## config.mk

```make
export PLATFORM = sky130hd
export DESIGN_NAME = alu_arbiter
export DESIGN_NICKNAME = d
export VERILOG_FILES = /design/src/rtl/alu_pkg.sv /design/src/rtl/alu.sv /design/src/rtl/alu_arbiter.sv
export SDC_FILE = /design/constraint.sdc
export NUM_CORES = 1
export LEC_CHECK = 0
export BUFFER_PORTS_ARGS = -buffer_cell sky130_fd_sc_hd__buf_2
export CAP_MARGIN = 20
export CORE_AREA = 2 2 148 150
export CTS_BUF_LIST = sky130_fd_sc_hd__clkbuf_4 sky130_fd_sc_hd__clkbuf_8
export DETAILED_ROUTE_END_ITERATION = 8
export DIE_AREA = 0 0 150 152
export PLACE_DENSITY = 0.54
export SKIP_CTS_REPAIR_TIMING = 1
export SLEW_MARGIN = 40
export SYNTH_ARGS = -nofsm -noshare
export SYNTH_HDL_FRONTEND = slang
export SYNTH_HIERARCHICAL = 1
export SYNTH_SLANG_ARGS = --single-unit
export TNS_END_PERCENT = 1
```

## constraint.sdc

```tcl
create_clock -name clk -period 5.3 [get_ports clk]
set_clock_uncertainty 0.2 [all_clocks]
set_input_delay 0.53 -clock clk [delete_from_list [all_inputs] [get_ports clk]]
set_output_delay 0.53 -clock clk [all_outputs]
set_load 0.01 [all_outputs]
```

## src/rtl/alu_pkg.sv

```systemverilog
// Shared definitions for the shared-ALU arbiter: control codes, FSM states and flag bit positions.
package alu_pkg;

  localparam logic [5:0] ALU_ADD = 6'b000000;
  localparam logic [5:0] ALU_SUB = 6'b000001;

  typedef enum logic [1:0] {IDLE, EXEC, RESP} arb_state_t;

  // Bit positions inside the {N,Z,C,V} flag vector.
  localparam int FLAG_N = 3;
  localparam int FLAG_Z = 2;
  localparam int FLAG_C = 1;
  localparam int FLAG_V = 0;

endpackage

```

## src/rtl/alu.sv

```systemverilog
// Combinational add/subtract ALU producing result and {N,Z,C,V}.
module alu
  import alu_pkg::*;
#(
  parameter int n = 32
) (
  input  logic [n-1:0] a,
  input  logic [n-1:0] b,
  input  logic [5:0]   ctrl,
  output logic [n-1:0] result,
  output logic [3:0]   flags
);

  logic         is_sub;
  logic [n-1:0] b_eff;
  logic [n:0]   sum;

  // Subtraction is a + ~b + 1, so C is carry-out (set when no borrow).
  always_comb begin
    is_sub = (ctrl == ALU_SUB);
    b_eff  = is_sub ? ~b : b;
    sum    = {1'b0, a} + {1'b0, b_eff} + {{n{1'b0}}, is_sub};
    result = sum[n-1:0];
    flags  = '0;
    flags[FLAG_N] = sum[n-1];
    flags[FLAG_Z] = (sum[n-1:0] == '0);
    flags[FLAG_C] = sum[n];
    flags[FLAG_V] = (a[n-1] == b_eff[n-1]) && (sum[n-1] != a[n-1]);
  end

endmodule

```

## src/rtl/alu_arbiter.sv

```systemverilog
// Round-robin arbiter sharing one ALU between NREQ valid/ready requesters,
// one operation at a time: accept, execute, respond.
module alu_arbiter
  import alu_pkg::*;
#(
  parameter int n    = 32,
  parameter int NREQ = 2
) (
  input  logic              clk,
  input  logic              rst,
  input  logic [NREQ-1:0]   req_valid,
  output logic [NREQ-1:0]   req_ready,
  input  logic [NREQ*n-1:0] req_a,
  input  logic [NREQ*n-1:0] req_b,
  input  logic [NREQ*6-1:0] req_ctrl,
  output logic [NREQ-1:0]   rsp_valid,
  input  logic [NREQ-1:0]   rsp_ready,
  output logic [n-1:0]      rsp_result,
  output logic [3:0]        rsp_flags,
  output logic              rsp_err,
  output logic              busy
);

  localparam int IW = (NREQ > 1) ? $clog2(NREQ) : 1;

  // Returns {found, index} of the first valid requester at or above ptr, wrapping.
  function automatic logic [IW:0] rr_pick(input logic [NREQ-1:0] valid,
                                          input logic [IW-1:0]   ptr);
    logic          found;
    logic [IW-1:0] idx;
    logic [IW-1:0] jj;
    int            j;
    found = 1'b0;
    idx   = '0;
    for (int k = 0; k < NREQ; k++) begin
      j = int'(ptr) + k;
      if (j >= NREQ) j = j - NREQ;
      jj = IW'(j);
      if (!found && valid[jj]) begin
        found = 1'b1;
        idx   = jj;
      end
    end
    return {found, idx};
  endfunction

  arb_state_t    state_q, state_d;
  logic [IW-1:0] rr_ptr_q;
  logic [IW-1:0] src_q;
  logic [n-1:0]  a_q, b_q;
  logic [5:0]    ctrl_q;
  logic [n-1:0]  result_q;
  logic [3:0]    flags_q;
  logic          err_q;

  logic [IW:0]   pick;
  logic          grant_found;
  logic [IW-1:0] grant_idx;
  logic [n-1:0]  alu_result;
  logic [3:0]    alu_flags;
  logic          ctrl_ok;
  logic [IW-1:0] ptr_next;

  alu #(.n(n)) u_alu (
    .a      (a_q),
    .b      (b_q),
    .ctrl   (ctrl_q),
    .result (alu_result),
    .flags  (alu_flags)
  );

  always_comb begin
    pick        = rr_pick(req_valid, rr_ptr_q);
    grant_found = pick[IW];
    grant_idx   = pick[IW-1:0];
    ctrl_ok     = (ctrl_q == ALU_ADD) || (ctrl_q == ALU_SUB);
    ptr_next    = (src_q == IW'(NREQ - 1)) ? '0 : src_q + 1'b1;
  end

  always_comb begin
    state_d   = state_q;
    req_ready = '0;
    rsp_valid = '0;
    case (state_q)
      IDLE: begin
        if (grant_found) begin
          req_ready[grant_idx] = 1'b1;
          state_d              = EXEC;
        end
      end
      EXEC: state_d = RESP;
      RESP: begin
        rsp_valid[src_q] = 1'b1;
        if (rsp_ready[src_q]) state_d = IDLE;
      end
      default: state_d = IDLE;
    endcase
  end

  always_ff @(posedge clk) begin
    if (rst) begin
      state_q  <= IDLE;
      rr_ptr_q <= '0;
      src_q    <= '0;
      a_q      <= '0;
      b_q      <= '0;
      ctrl_q   <= '0;
      result_q <= '0;
      flags_q  <= '0;
      err_q    <= 1'b0;
    end else begin
      state_q <= state_d;
      case (state_q)
        IDLE: begin
          if (grant_found) begin
            a_q    <= req_a[int'(grant_idx)*n +: n];
            b_q    <= req_b[int'(grant_idx)*n +: n];
            ctrl_q <= req_ctrl[int'(grant_idx)*6 +: 6];
            src_q  <= grant_idx;
          end
        end
        // Flags from the ALU are meaningless for codes other than ADD/SUB.
        EXEC: begin
          result_q <= ctrl_ok ? alu_result : '0;
          flags_q  <= ctrl_ok ? alu_flags : 4'b0000;
          err_q    <= !ctrl_ok;
        end
        RESP: begin
          if (rsp_ready[src_q]) rr_ptr_q <= ptr_next;
        end
        default: ;
      endcase
    end
  end

  assign rsp_result = result_q;
  assign rsp_flags  = flags_q;
  assign rsp_err    = err_q;
  assign busy       = (state_q != IDLE);

endmodule

```

; ---- Word-level counts from Yosys, hierarchy flattened
; Cells that the tools add are included.
; W data, S select, Z words.
[totals]
reg_bits = 111
inputBits = 146
out_inout_bits = 42
elab_cells = 75
[op_classes]
add_sub_neg = 6
n_mul = 1
order_cmp = 8
n_eq_ne = 7
n_shift = 3
muxes = 26
n_bitwise = 1
n_reduce_logical = 14
[ops]
columns = cell, count
row1 = $shiftx A64 B7 Y32, 2
row2 = $mux W32, 2
row3 = $add A32 B32 Y33, 1
row4 = $add A33 B1 Y33, 1
row5 = $logic_not A32 Y1, 1
row6 = $not A32 Y32, 1
row7 = $mux W1, 15
row8 = $shiftx A12 B5 Y6, 1
row9 = $mux W2, 5
row10 = $lt A1 B2 Y1 const B, 4
row11 = $eq A6 B1 Y1 const B, 1
row12 = $logic_not A6 Y1, 1
row13 = $pmux W2 S3, 1
row14 = $reduce_and A2 Y1, 3
row15 = $logic_and A1 B1 Y1, 4
row16 = $mux W4, 1
row17 = $ne A2 B2 Y1 const B, 2
row18 = $mul A1 B2 Y3 const B, 1
row19 = $add A1 B1 Y2 const B, 1
row20 = $demux W1 S1, 2
row21 = $eq A2 B1 Y1 const B, 1
row22 = $eq A2 B2 Y1 const B, 1
row23 = $ge A1 B1 Y1 const B, 2
row24 = $ge A1 B2 Y1 const B, 1
row25 = other kinds (9), 11

; ---- Logic depth before layout (Yosys ltp)
; Gate-level depths: netlist (run 1).
[depth]
depth_word = 14
ltp_mapped = 18
ltp_nobuf = 17

; ---- By module
; The synthesis (run 1) kept the hierarchy.
[by_module_without_submodules]
columns = module, instances, cells_each, area_per_inst_um2, seq_area_each_um2
row1 = alu_arbiter, 1, 614, 5033.6, 2222.1
row2 = alu, 1, 300, 2250.9, 0.0

; ---- Worst setup path after synthesis (run 1)
; OpenSTA, ideal clock, no wires.
[synth_timing]
path_type = flip-flop to flip-flop
start = register ctrl_q[1]
end = register flags_q[2], in the netlist rsp_flags[2]
setup_ps = 70
arrival_ps = 4142
required_ps = 5030
slack_ps = 887
stages_incl_launch_ff = 18
path_buffers = 1
synth_period_minus_slack_ps = 4413
path_cell_list = dfxtp_1 -> nor4b_2 -> nand2_1 -> buf_1 -> xnor2_1 -> ha_1 -> nand4_1 -> or4_1 -> a2111o_1 -> nand3_1 -> a21oi_1 -> xnor2_1 -> nor4b_1 -> nor4b_2 -> nand4b_1 -> nor4b_2 -> nand4_1 -> a21oi_1
[synth_via]
elab_chain_len = 6
elab_cells_between_ends = 8
cone_classes = add/sub: 2 / eq/ne: 1 / mux: 2 / reduce/logical: 3
[synth_lines]
columns = item, line_no
row1 = "start, declared", alu_arbiter.sv:51  ; logic [5:0] ctrl_q;
row2 = "start signal, assigned", alu_arbiter.sv:118  ; ctrl_q <= req_ctrl[int'(grant_idx)*6 +: 6];
row3 = $eq A6 B1 Y1 (*), alu.sv:20  ; is_sub = (ctrl == ALU_SUB);
row4 = $mux W32, alu.sv:21  ; b_eff = is_sub ? ~b : b;
row5 = $add A32 B32 Y33, alu.sv:22  ; sum = {1'b0, a} + {1'b0, b_eff} + {{n{1'b0}}, is_sub};
row6 = $add A33 B1 Y33 (*), alu.sv:22
row7 = net alu_result[24], alu_arbiter.sv:59  ; logic [n-1:0] alu_result;
row8 = $logic_not A32 Y1 (*), alu.sv:26  ; flags[FLAG_Z] = (sum[n-1:0] == '0);
row9 = net alu_flags[2], alu_arbiter.sv:60  ; logic [3:0] alu_flags;
row10 = $mux W4 (*), alu_arbiter.sv:125  ; flags_q <= ctrl_ok ? alu_flags : 4'b0000;
row11 = "end signal, assigned", alu_arbiter.sv:125
row12 = "end, declared", alu_arbiter.sv:53  ; logic [3:0] flags_q;
; The timed path passes the listed nets; every way through them passes the cells marked *.
; A chain may end at the register's enable or synchronous reset.

; ---- Final worst setup path (run 1)
; Same ends and word-level chain as after synthesis.

==> results.txt, run 1 <==
The flow ran to the end, and the final reports show no timing, DRC or antenna violations. Total congestion overflow: 0. The upper clock frequency limit is 201.6 MHz. The pre-antenna-repair detailed-routing pass consisted of 5 iterations.

Among all flip-flop cells after synthesis, the most frequent one is sky130_fd_sc_hd__dfxtp_1. Among all stages on the critical path, the largest delay is contributed by sky130_fd_sc_hd__or4_1. The number of nets handed over by synthesis was 1,095. The tools report the final weighted congestion in routability-driven placement as 0.8985. The largest driver fanout on the critical path came out at 30. Compared with the post-synthesis result, the final layout area differs by 16.18%.

Summing over every cut layer, the via total after detailed routing is 7,623. At the pin with the least slew margin, the transition time is 0.8186 ns. Largest area contributor in the netlist: sky130_fd_sc_hd__dfxtp_1. Kind of start point of the critical path: a flip-flop.

The capturing element type of the critical path is a flip-flop. Cell occurring most often along the worst timing path: sky130_fd_sc_hd__nor4b_2. The region available for standard cell placement spans 21,350 sq um. Setup repair after global routing left no endpoint under its margin.

The first-pass GRT wire length is 39.22 mm. The synthesized design contains 111 register bits. The total track usage was 0.2138. The wire length per cell after detailed routing came out at 19.00 microns. By startpoint and endpoint, the worst setup path is classified as reg -> reg. After synthesis, the cell types taking the most area are sky130_fd_sc_hd__dfxtp_1, sky130_fd_sc_hd__nand4_1, sky130_fd_sc_hd__a21oi_1. The worst hold path belongs to the class in -> reg. Post-route fraction of the period consumed by the critical path: 0.9358. The async set-or-reset flop fraction in the synthesized netlist is 0. The die height is 152 microns, and the total negative slack for setup checks is 0 ns. The floorplan die area was 22,800 sq um; the source-to-sink clock delay at the later pin of the worst-skew pair was 0.40 ns. The max-capacitance violation count is 0. Leaving out filler cells and counting taps, the final layout contains 1,323. 188 I/O pins were placed. The sequential area share after synthesis was 0.3050; the max-slew headroom at the worst pin was 0.4543. The arrival time at the worst endpoint came out at 5.09 ns.

Setup violation total in the final timing report: 0. The logs give 3 for the total number of H-tree levels and 0.3412 for the initial standard-cell utilization of the core. The first routing iteration left 643 violations. The clock transition at the registers of the reported paths is 0.11 ns, and the row count is 54. For this design the ratio of total power to cell area is 289.2 nW/um^2. The mapped netlist covers 7284 sq um. Port buffering added 187 buffers. In this run the static leakage power is 3.308 nW.

The count of flip-flops with a built-in enable after synthesis is 0, and the number of diodes is 0. The longest clock path from root to sink contains 2 buffers. Most common cell in the netlist: sky130_fd_sc_hd__nand4_1.

The die is 150 microns wide. Counting instances in the post-synthesis netlist gives the leading cell types as sky130_fd_sc_hd__nand4_1, sky130_fd_sc_hd__dfxtp_1, sky130_fd_sc_hd__a21oi_1. Across all hold checks on the routed design, the worst slack comes to 0.1868 ns. Mean instance size in the synthesized netlist: 7.970 sq um. The maximum number of pins on one net before global-route repair is 85.

The smallest clock period supported by the final layout is computed as 4.960 ns. The required time at the worst-slack endpoint is 5.43 ns. The logs give 18.50 mm for the post-DP HPWL and 0 for the final-report max-slew violation count. IR analysis of the VDD net gives a maximum drop of 153.3 uV. The run gives 914 as the cell count after synthesis. The category of cells accounting for the largest share of critical-path delay was simple AND/OR/NAND/NOR gates. The layout cell share with drive strength beyond 1 is 0.2378.

The worst path buffer plus inverter count is 1. The filler cell count in the final layout was 2,341. Clock tree synthesis found a total of 111 sinks. The number of hold-slack violations in the final timing report is 0. Walking the worst path, the cells encountered are nor4b_2 -> nand2_1 -> buf_6 -> xnor2_1 -> ha_1 -> nand4_1 -> or4_1 -> a2111o_1 -> nand3_1 -> a21oi_1 -> xnor2_1 -> nor4b_1 -> nor4b_2 -> nand4b_1 -> nor4b_2 -> nand4_1 -> a21oi_1. The total length of routed wires is 25.14 mm, and the antenna violation net count after detailed routing is 0. Using the TritonRoute via totals, the vias-per-cell ratio works out to 5.762.

After detailed routing, the number of remaining DRC violations is 0. The logs give 2.448 mW for the total power draw and 9 for the CTS buffer count. In this design, the stage delay of the slowest critical-path cell is 0.59 ns. The via count of the first global-routing pass came out at 7,196. CTS placed an instance of sky130_fd_sc_hd__clkbuf_8 at the clock tree root. Share of Yosys cell area claimed by the top area cell type: 0.3050. After the last flow step, the layout net total stands at 1,219.

For the distinct cell type count after synthesis, the log shows 73. Yosys printed 6 warnings. The tools report the initial antenna violation count as 0. The cell count after placement came out at 1,307. TritonCTS built the clock tree.
[final timing paths]
path             startpoint             end  slack (ns)  cells after the start
max               ctrl_q[1]    rsp_flags[2]        0.34                     17
min               req_b[36]          b_q[4]        0.19                      3
max reg2reg       ctrl_q[1]    rsp_flags[2]        0.34                     17
min reg2reg  rsp_result[27]  rsp_result[27]        0.25                      2
[worst register-to-register path, delay by kind of cell, from the launching register on]
family	cells	cell delay (ns)
flops	1	0.36
simple gates	10	2.57
buf+inv	1	0.25
xor+xnor	2	0.35
compound gates	3	0.73
fa+ha+maj	1	0.41
[sequential cells by signal, summed over array words and instances, names as in the netlist]
signal and count:
src_q 1, rsp_result 32, ctrl_q 6, rsp_flags 4, rr_ptr_q 1, a_q 32
rsp_err 1, b_q 32, state_q 2
[power breakdown]
part	switching [mW]	internal (mW)	leakage [nW]
clock network	0.325	0.192	0.0985
registers	0.0719	0.911	0.910
logic	0.589	0.358	2.30
[layout make-up]
cell class	instances	area, sq um	area share
Sequential cell	111	2222	0.2626
Clock inverter	6	48.80	0.005766
Timing Repair Buffer	204	1070	0.1264
Tap cell	280	350.3	0.04140
Clock buffer	10	137.6	0.01626
Inverter	15	56.30	0.006653
Multi-Input combinational cell	697	4578	0.5410
[cells by family (layout without fill, tap and decap cells)]
kind of cell             count (synthesis)  in the layout  share of synthesized area
flip-flops                             111            111                     0.3050
adder cells (fa/ha/maj)                 35             35                    0.06115
multiplexers                             2              2                   0.002920
XOR/XNOR                                59             59                    0.07300
AND/OR/NAND/NOR                        304            304                     0.2370
buffers and inverters                  106            235                    0.06819
AO/OA/AOI/OAI                          297            297                     0.2527
[placed cells by master, fill, tap and decap left out, types with 4 or more instances in the layout]
master,count
sky130_fd_sc_hd__a21boi_0,4
sky130_fd_sc_hd__a21o_1,7
sky130_fd_sc_hd__inv_6,5
sky130_fd_sc_hd__nand4_1,137
sky130_fd_sc_hd__buf_2,186
sky130_fd_sc_hd__dfxtp_1,111
sky130_fd_sc_hd__ha_1,34
sky130_fd_sc_hd__o21ai_0,85
sky130_fd_sc_hd__o21bai_1,8
sky130_fd_sc_hd__inv_1,14
sky130_fd_sc_hd__nand2b_1,5
sky130_fd_sc_hd__nand3_1,27
sky130_fd_sc_hd__clkbuf_8,10
sky130_fd_sc_hd__nor2_1,26
sky130_fd_sc_hd__nor3_1,8
sky130_fd_sc_hd__a21oi_1,91
sky130_fd_sc_hd__xor2_1,10
sky130_fd_sc_hd__xnor2_1,47
sky130_fd_sc_hd__nand2_1,59
sky130_fd_sc_hd__a31oi_1,50
sky130_fd_sc_hd__buf_4,17
sky130_fd_sc_hd__a311oi_1,23
[per-stage QoR]
step | area, sq um | setup WS (ns) | util
floorplan | 7284 | 0.8872 | -
global placement | 8273 | 0.4324 | 0.3875
detailed placement | 8273 | 0.3461 | 0.3875
CTS | 8459 | 0.3121 | 0.3962
global route | 8463 | 0.05019 | 0.3964
finish | 8463 | 0.3405 | 0.3964
[metal layers]
layer / track usage / wire length (microns) / vias to the layer above
met2: 0.3012 / 10460 / 339
li1: - / - / 3729
met3: 0.03033 / 1648 / 39
met1: 0.3286 / 12410 / 3516
met4: 0.07323 / 630 / 0
met5: 0 / 0 / -
Power figures use the tool's default switching activity.
==> run 2, diff against run 1 <==
--- a/config.mk
+++ b/config.mk
@@ -7,13 +7,14 @@
 export LEC_CHECK = 0
 export BUFFER_PORTS_ARGS = -buffer_cell sky130_fd_sc_hd__buf_2
 export CAP_MARGIN = 20
+export CELL_PAD_IN_SITES_DETAIL_PLACEMENT = 0
+export CELL_PAD_IN_SITES_GLOBAL_PLACEMENT = 1
 export CORE_AREA = 2 2 148 150
 export CTS_BUF_LIST = sky130_fd_sc_hd__clkbuf_4 sky130_fd_sc_hd__clkbuf_8
 export DETAILED_ROUTE_END_ITERATION = 8
 export DIE_AREA = 0 0 150 152
-export PLACE_DENSITY = 0.54
+export PLACE_DENSITY = 0.71
 export SKIP_CTS_REPAIR_TIMING = 1
-export SLEW_MARGIN = 40
 export SYNTH_ARGS = -nofsm -noshare
 export SYNTH_HDL_FRONTEND = slang
 export SYNTH_HIERARCHICAL = 1
==> run 2 against run 1 <==
- global-route usage up 0.21 points
- critical path depth unchanged
- first-iteration DRC count down 28%
- critical endpoint unchanged
- largest power group unchanged
==> results.txt, run 2 (synthesized netlist as in run 1, its figures left out) <==
In this run the critical register-to-register path is captured at rsp_flags[2]. The kind of start point of the critical path was a flip-flop. The worst setup path is captured at a flip-flop. The number of search-and-repair iterations in the first detailed-routing pass came out at 5. The tools report the via count of the first global-routing pass as 7,149. After the first detailed-routing iteration, the DRC count stood at 460. Adding up every negative setup slack in the final design gives 0 ns. Maximum vdd drop: 172.5 uV.

The logs give 2222 sq um for the register area and 0.409 for the relative contribution of sequential cells to total power. The layout cell share with drive strength beyond 1 came out at 0.2356. The die height is 152 microns, and the overall die width is 150 microns. The antenna violation net count after detailed routing came out at 0.

The internal portion of the total power is 1.450 mW. In this run the static leakage power is 3.294 nW. For the portion of total power attributed to the clock network, the log shows 0.204. The worst hold path terminates at b_q[0]. The cell depth of the worst flop-to-flop path works out to 17. Input and output buffers added on the ports amount to 187. Max-cap violations in this run came to 0. The startpoint identified for the worst hold timing path is req_b[32]. The worst hold slack after final layout is 0.1947 ns. The congestion estimate from routability-driven global placement came to 0.9033. After detailed routing, the number of vias per cell comes to 5.670. The area of combinational cells with multiple inputs is 4587 sq um, and the final standard cell utilization of the core is 0.3957. The run gives 2 as the clock tree buffer depth.

For this block, the routed nets add up to 24.71 mm of wire. The run gives 22,800 sq um as the floorplan die area. The count of clock tree sinks came out at 111. TritonCTS built the clock tree. The root buffer cell was sky130_fd_sc_hd__clkbuf_8. The number of cells traversed by the worst hold path is 3, and the clock transition at the registers of the reported paths is 0.11 ns. The post-route fraction of the period consumed by the critical path is 0.9356, and the final-report max-slew violation count is 0. The flow ran to the end, and the final reports show no timing, DRC or antenna violations. The first global-routing pass estimated 39.50 mm of wire. The worst path needs 4.959 ns of the cycle, external delays included. The required time at the worst-slack endpoint is 5.42 ns. The power share of the combinational group is 0.388. For the setup violation total in the final timing report, the log shows 0. The post-synthesis to final-layout area growth is 15.97%.

Setup repair after global routing left no endpoint under its margin. The core region is 21,350 sq um. For the pin with the worst max-slew slack, the measured transition is 1.039 ns. In this run the critical register-to-register path is launched from ctrl_q[1]. The switching fraction of total power is 0.3977, and the filler cell count in the final layout is 2,283.

The critical path in this run is classified as reg -> reg. The DRC violation count after routing was 0; the number of diodes was 0. The total congestion overflow is 0, and the CTS buffer count is 9.

Clock latency on the worst-skew pair, taken at its later pin, is 0.39 ns. Based on the critical path, the design can be clocked at up to 201.7 MHz. Data arrives at the worst endpoint at 5.08 ns. The run gives 0.34 ns as the internal reg-to-reg setup slack. The run gives 3 as the total number of H-tree levels.

Number of hold-slack violations in the final timing report: 0. In the layout the commonest cells are sky130_fd_sc_hd__buf_2, sky130_fd_sc_hd__nand4_1, sky130_fd_sc_hd__dfxtp_1. For the max-slew headroom at the worst pin, the log shows 0.3047. Type of the tightest min-delay check: in -> reg. The total number of vias is 7,485. The total track usage came out at 0.2159. The net switching component of the power is 957.4 uW, and the power per standard cell area is 284.9 nW/um^2. In this run the worst path has a maximum fanout of 30. The floorplan has 54 rows.

Leaving out fill and tap cells, the most frequent cell in the layout is sky130_fd_sc_hd__buf_2. After detailed routing, the average wire length per cell comes to 18.72 microns. After the last flow step, the layout net total stands at 1,217. Once detailed placement completed, the half-perimeter wirelength came to 18.43 mm. Entering global routing, the biggest net connects 89 pins. The initial standard-cell utilization of the core was 0.3412; the initial antenna violation count was 1.

The tools report the top-level I/O count as 188.
## run 2: changes by cell type in the layout (fill, tap and decap cells not counted), sizes merged
cell / previous run / this run
buf: 204 / 202
clkinv: 1 / 4
inv: 20 / 16
## run 2: final cells by class
class / instances / share of cell area
Sequential cell: 111 / 0.2630
Inverter: 15 / 0.006665
Tap cell: 280 / 0.04147
Clock inverter: 5 / 0.005184
Timing Repair Buffer: 202 / 0.1244
Clock buffer: 10 / 0.01629
Multi-Input combinational cell: 697 / 0.5430
## run 2: layer usage
metal  share of wire  vias to the layer above  track usage
met1            0.51                     3481       0.3321
met5               0                        -            0
met4           0.013                        0      0.04807
li1                -                     3727            -
met2            0.42                      257       0.3098
met3           0.062                       20      0.03934
## run 2: per-stage QoR
step	area [sq um]	power [mW]	worst slack, ns	cells
floorplan	7284	1.659	0.8872	914
global placement	8258	1.926	0.4239	1305
detailed placement	8258	1.920	0.3099	1305
CTS	8439	2.414	0.2763	1320
global route	8448	2.568	0.01839	1320
finish	8448	2.407	0.3413	1320
## run 2: worst max path at each step
stage	startpoint	end	slack (ns)	depth (start not counted)
global placement	ctrl_q[1]	rsp_flags[2]	0.42	17
global route	ctrl_q[1]	rsp_flags[2]	0.02	17
finish	ctrl_q[1]	rsp_flags[2]	0.34	17
detailed placement	ctrl_q[1]	rsp_flags[2]	0.31	17
floorplan	ctrl_q[1]	rsp_flags[2]	0.89	17
CTS	ctrl_q[1]	rsp_flags[2]	0.28	17
## run 2: power groups by stage
stage / clock network (mW) / registers (mW) / logic (mW)
after global placement: 0 / 1.00 / 0.923
after CTS: 0.508 / 0.984 / 0.922
after global routing: 0.542 / 0.995 / 1.03
after detailed placement: 0 / 1.00 / 0.917
final: 0.491 / 0.984 / 0.933
after floorplan: 0 / 0.978 / 0.681
## run 2: critical path, cell delays in order, from the launching register on
cell                       delay (ns)
sky130_fd_sc_hd__dfxtp_1         0.38
sky130_fd_sc_hd__nor4b_4         0.37
sky130_fd_sc_hd__nand2_1         0.13
sky130_fd_sc_hd__buf_4           0.31
sky130_fd_sc_hd__xnor2_1         0.18
sky130_fd_sc_hd__ha_1            0.41
sky130_fd_sc_hd__nand4_1         0.15
sky130_fd_sc_hd__or4_1           0.59
sky130_fd_sc_hd__a2111o_1        0.46
sky130_fd_sc_hd__nand3_1         0.14
sky130_fd_sc_hd__a21oi_1         0.09
sky130_fd_sc_hd__xnor2_1         0.17
sky130_fd_sc_hd__nor4b_1         0.34
sky130_fd_sc_hd__nor4b_2         0.27
sky130_fd_sc_hd__nand4b_1        0.14
sky130_fd_sc_hd__nor4b_2         0.23
sky130_fd_sc_hd__nand4_1         0.12
sky130_fd_sc_hd__a21oi_1         0.18
==> run 3, diff against run 2 <==
--- a/config.mk
+++ b/config.mk
@@ -14,6 +14,7 @@
 export DETAILED_ROUTE_END_ITERATION = 8
 export DIE_AREA = 0 0 150 152
 export PLACE_DENSITY = 0.71
+export REMOVE_ABC_BUFFERS = 1
 export SKIP_CTS_REPAIR_TIMING = 1
 export SYNTH_ARGS = -nofsm -noshare
 export SYNTH_HDL_FRONTEND = slang
==> run 3 against run 2 <==
- sequential power decreased by 1%
- wire length decreased by 8.5%
- worst setup slack improved by 0.083 ns
- cell count about the same
- first-iteration DRC count decreased by 12%
- critical path type unchanged
- critical endpoint unchanged
- largest power group unchanged
==> results.txt, run 3 (synthesized netlist as in run 1, its figures left out) <==
Detailed placement ended at an HPWL of 16.38 mm. In this run, the number of DRC markers left after iteration 0 of detailed routing was 406. The count of clock tree sinks is 111, and the first-pass GRT wire length is 36.29 mm. The CTS buffer count is 9. The worst path buffer plus inverter count is 1, and the final standard cell utilization of the core is 0.3974. The wire length per cell after detailed routing was 17.14 microns; the total negative slack for setup checks was 0 ns. The area growth from synthesis to layout is 16.47%. The root buffer cell was sky130_fd_sc_hd__clkbuf_8.

The signal on the critical path passes through nor4b_2 -> nand2_2 -> buf_4 -> xnor2_1 -> ha_1 -> nand4_1 -> or4_1 -> a2111o_1 -> nand3_1 -> a21oi_1 -> xnor2_1 -> nor4b_1 -> nor4b_2 -> nand4b_1 -> nor4b_2 -> nand4_1 -> a21oi_1. Setup repair after global routing left no endpoint under its margin. The maximum number of pins on one net before global-route repair is 112, and the clock tree buffer depth is 2. The tools report the top-level I/O count as 188. STA classifies the critical path endpoint as a flip-flop.

The type of the tightest min-delay check is in -> reg. The largest driver fanout on the critical path is 24. The run gives 7,011 as the via count of the first global-routing pass. In this run the vertical extent of the chip is 152 microns. The tools report the startpoint of the most critical register-to-register path as ctrl_q[1].

The worst hold path begins at req_a[57]. Data arrives at the worst endpoint at 4.99 ns. The initial standard-cell utilization of the core came out at 0.3412. The tools report the number of diodes as 0.

The H-tree was split into 3 levels. The max-slew headroom at the worst pin came out at 0.2709. The congestion estimate from routability-driven global placement came to 0.9131. Layout cell share with drive strength beyond 1: 0.2358. The logs give 2.472 mW for the total power draw and 21,350 sq um for the core region area. In the routed layout, each cell is associated on average with a via count of 5.588. The run finished with clean final reports. From left edge to right edge, the die measures 150 microns. The delay of the slowest cell on the worst path works out to 0.59 ns. The initial antenna violation count came out at 0.

Category of cells accounting for the largest share of critical-path delay: simple AND/OR/NAND/NOR gates. For the leakage power, the log shows 3.306 nW. The library cell used most frequently in the layout, excluding fill and tap cells, is sky130_fd_sc_hd__buf_2.

The post-layout minimum cycle time is 4.875 ns. The actual transition at the worst max-transition pin is 1.091 ns, and the required time at the worst-slack endpoint is 5.42 ns. Setup violations remaining at the end of the flow were counted as 0.

Leaving out fill and tap cells, the most frequent cells in the layout are sky130_fd_sc_hd__buf_2, sky130_fd_sc_hd__nand4_1, sky130_fd_sc_hd__dfxtp_1. The post-route fraction of the period consumed by the critical path is 0.9199. Clock latency on the worst-skew pair, taken at its later pin, is 0.40 ns. For this block, the via count after detailed routing is 7,371.

Static timing analysis puts the maximum clock frequency at 205.1 MHz. Max-cap violations in this run came to 0. The critical path class was reg -> reg.

The most numerous cell type found on the critical path is sky130_fd_sc_hd__nor4b_2. The tools report the number of hold-slack violations in the final timing report as 0. The power per standard cell area was 291.3 nW/um^2; the maximum vdd drop was 120.1 uV. After detailed routing, the total wire length is 22.61 mm. TritonCTS built the clock tree.

The clock transition at the registers of the reported paths was 0.11 ns. Total track usage: 0.1935. The first detailed-routing pass ran for 5 iterations. For the final-report max-slew violation count, the log shows 0.

For this run, design rule violations remaining after detail routing come to 0. The final layout contains 1,215 nets. Summed over all layers, the global routing overflow is 0.

Kind of start point of the critical path: a flip-flop. The number of port buffers is 187, and the antenna violation net count after detailed routing is 0. The slowest stage of the critical path belongs to the cell sky130_fd_sc_hd__or4_1. In this run the worst setup path begins at ctrl_q[1]. The die covers 22,800 sq um. After floorplanning, the core was divided into 54 placement rows.
## run 3: cell count changes in the layout (fill, tap and decap cells not counted), sizes merged
| cell | previous run | this run |
|---|---|---|
| buf | 202 | 200 |
| bufinv | 0 | 2 |
| clkbuf | 10 | 11 |
| clkinv | 4 | 2 |
| clkinvlp | 0 | 1 |
| inv | 16 | 15 |
## run 3: worst paths after layout
check	end	slack, ns	depth (start not counted)
setup reg to reg	rsp_flags[2]	0.42	17
hold reg to reg	rsp_result[27]	0.25	2
setup / recovery	rsp_flags[2]	0.42	17
hold / removal	a_q[25]	0.19	3
## run 3: metal layers
layer | GRT usage | routed length (microns) | vias up
met4 | 0.05391 | 355 | 0
met2 | 0.2922 | 9835 | 167
met1 | 0.2895 | 11590 | 3459
li1 | - | - | 3724
met3 | 0.02132 | 830 | 21
met5 | 0 | 0 | -
## run 3: stage by stage
| stage | std cells | instance area, sq um | hold WS, ns | setup WS (ns) |
|---|---|---|---|---|
| finish | 1319 | 8484 | 0.1898 | 0.4247 |
| global route | 1319 | 8484 | 0.1871 | 0.03827 |
| CTS | 1318 | 8464 | 0.1724 | 0.4212 |
| detailed placement | 1302 | 8238 | 0.2430 | 0.4646 |
| global placement | 1302 | 8238 | 0.2375 | 0.5667 |
| floorplan | 823 | 6844 | 0.2575 | -0.1723 |
## run 3: cell type report
cell class	instances	area, sq um
Clock buffer	11	145.1
Clock inverter	5	81.33
Fill cell	2333	12870
Inverter	15	56.30
Multi-Input combinational cell	697	4581
Sequential cell	111	2222
Tap cell	280	350.3
Timing Repair Buffer	200	1049
## run 3: where the power goes
part / switching (mW) / internal (mW) / total, mW
registers: 0.0634 / 0.911 / 0.974
clock network: 0.295 / 0.285 / 0.579
logic: 0.568 / 0.351 / 0.918
## run 3: worst min-delay path: stages
cell and delay [ns]:
sky130_fd_sc_hd__buf_2 0.09, sky130_fd_sc_hd__nand4_1 0.06, sky130_fd_sc_hd__a31oi_1 0.06
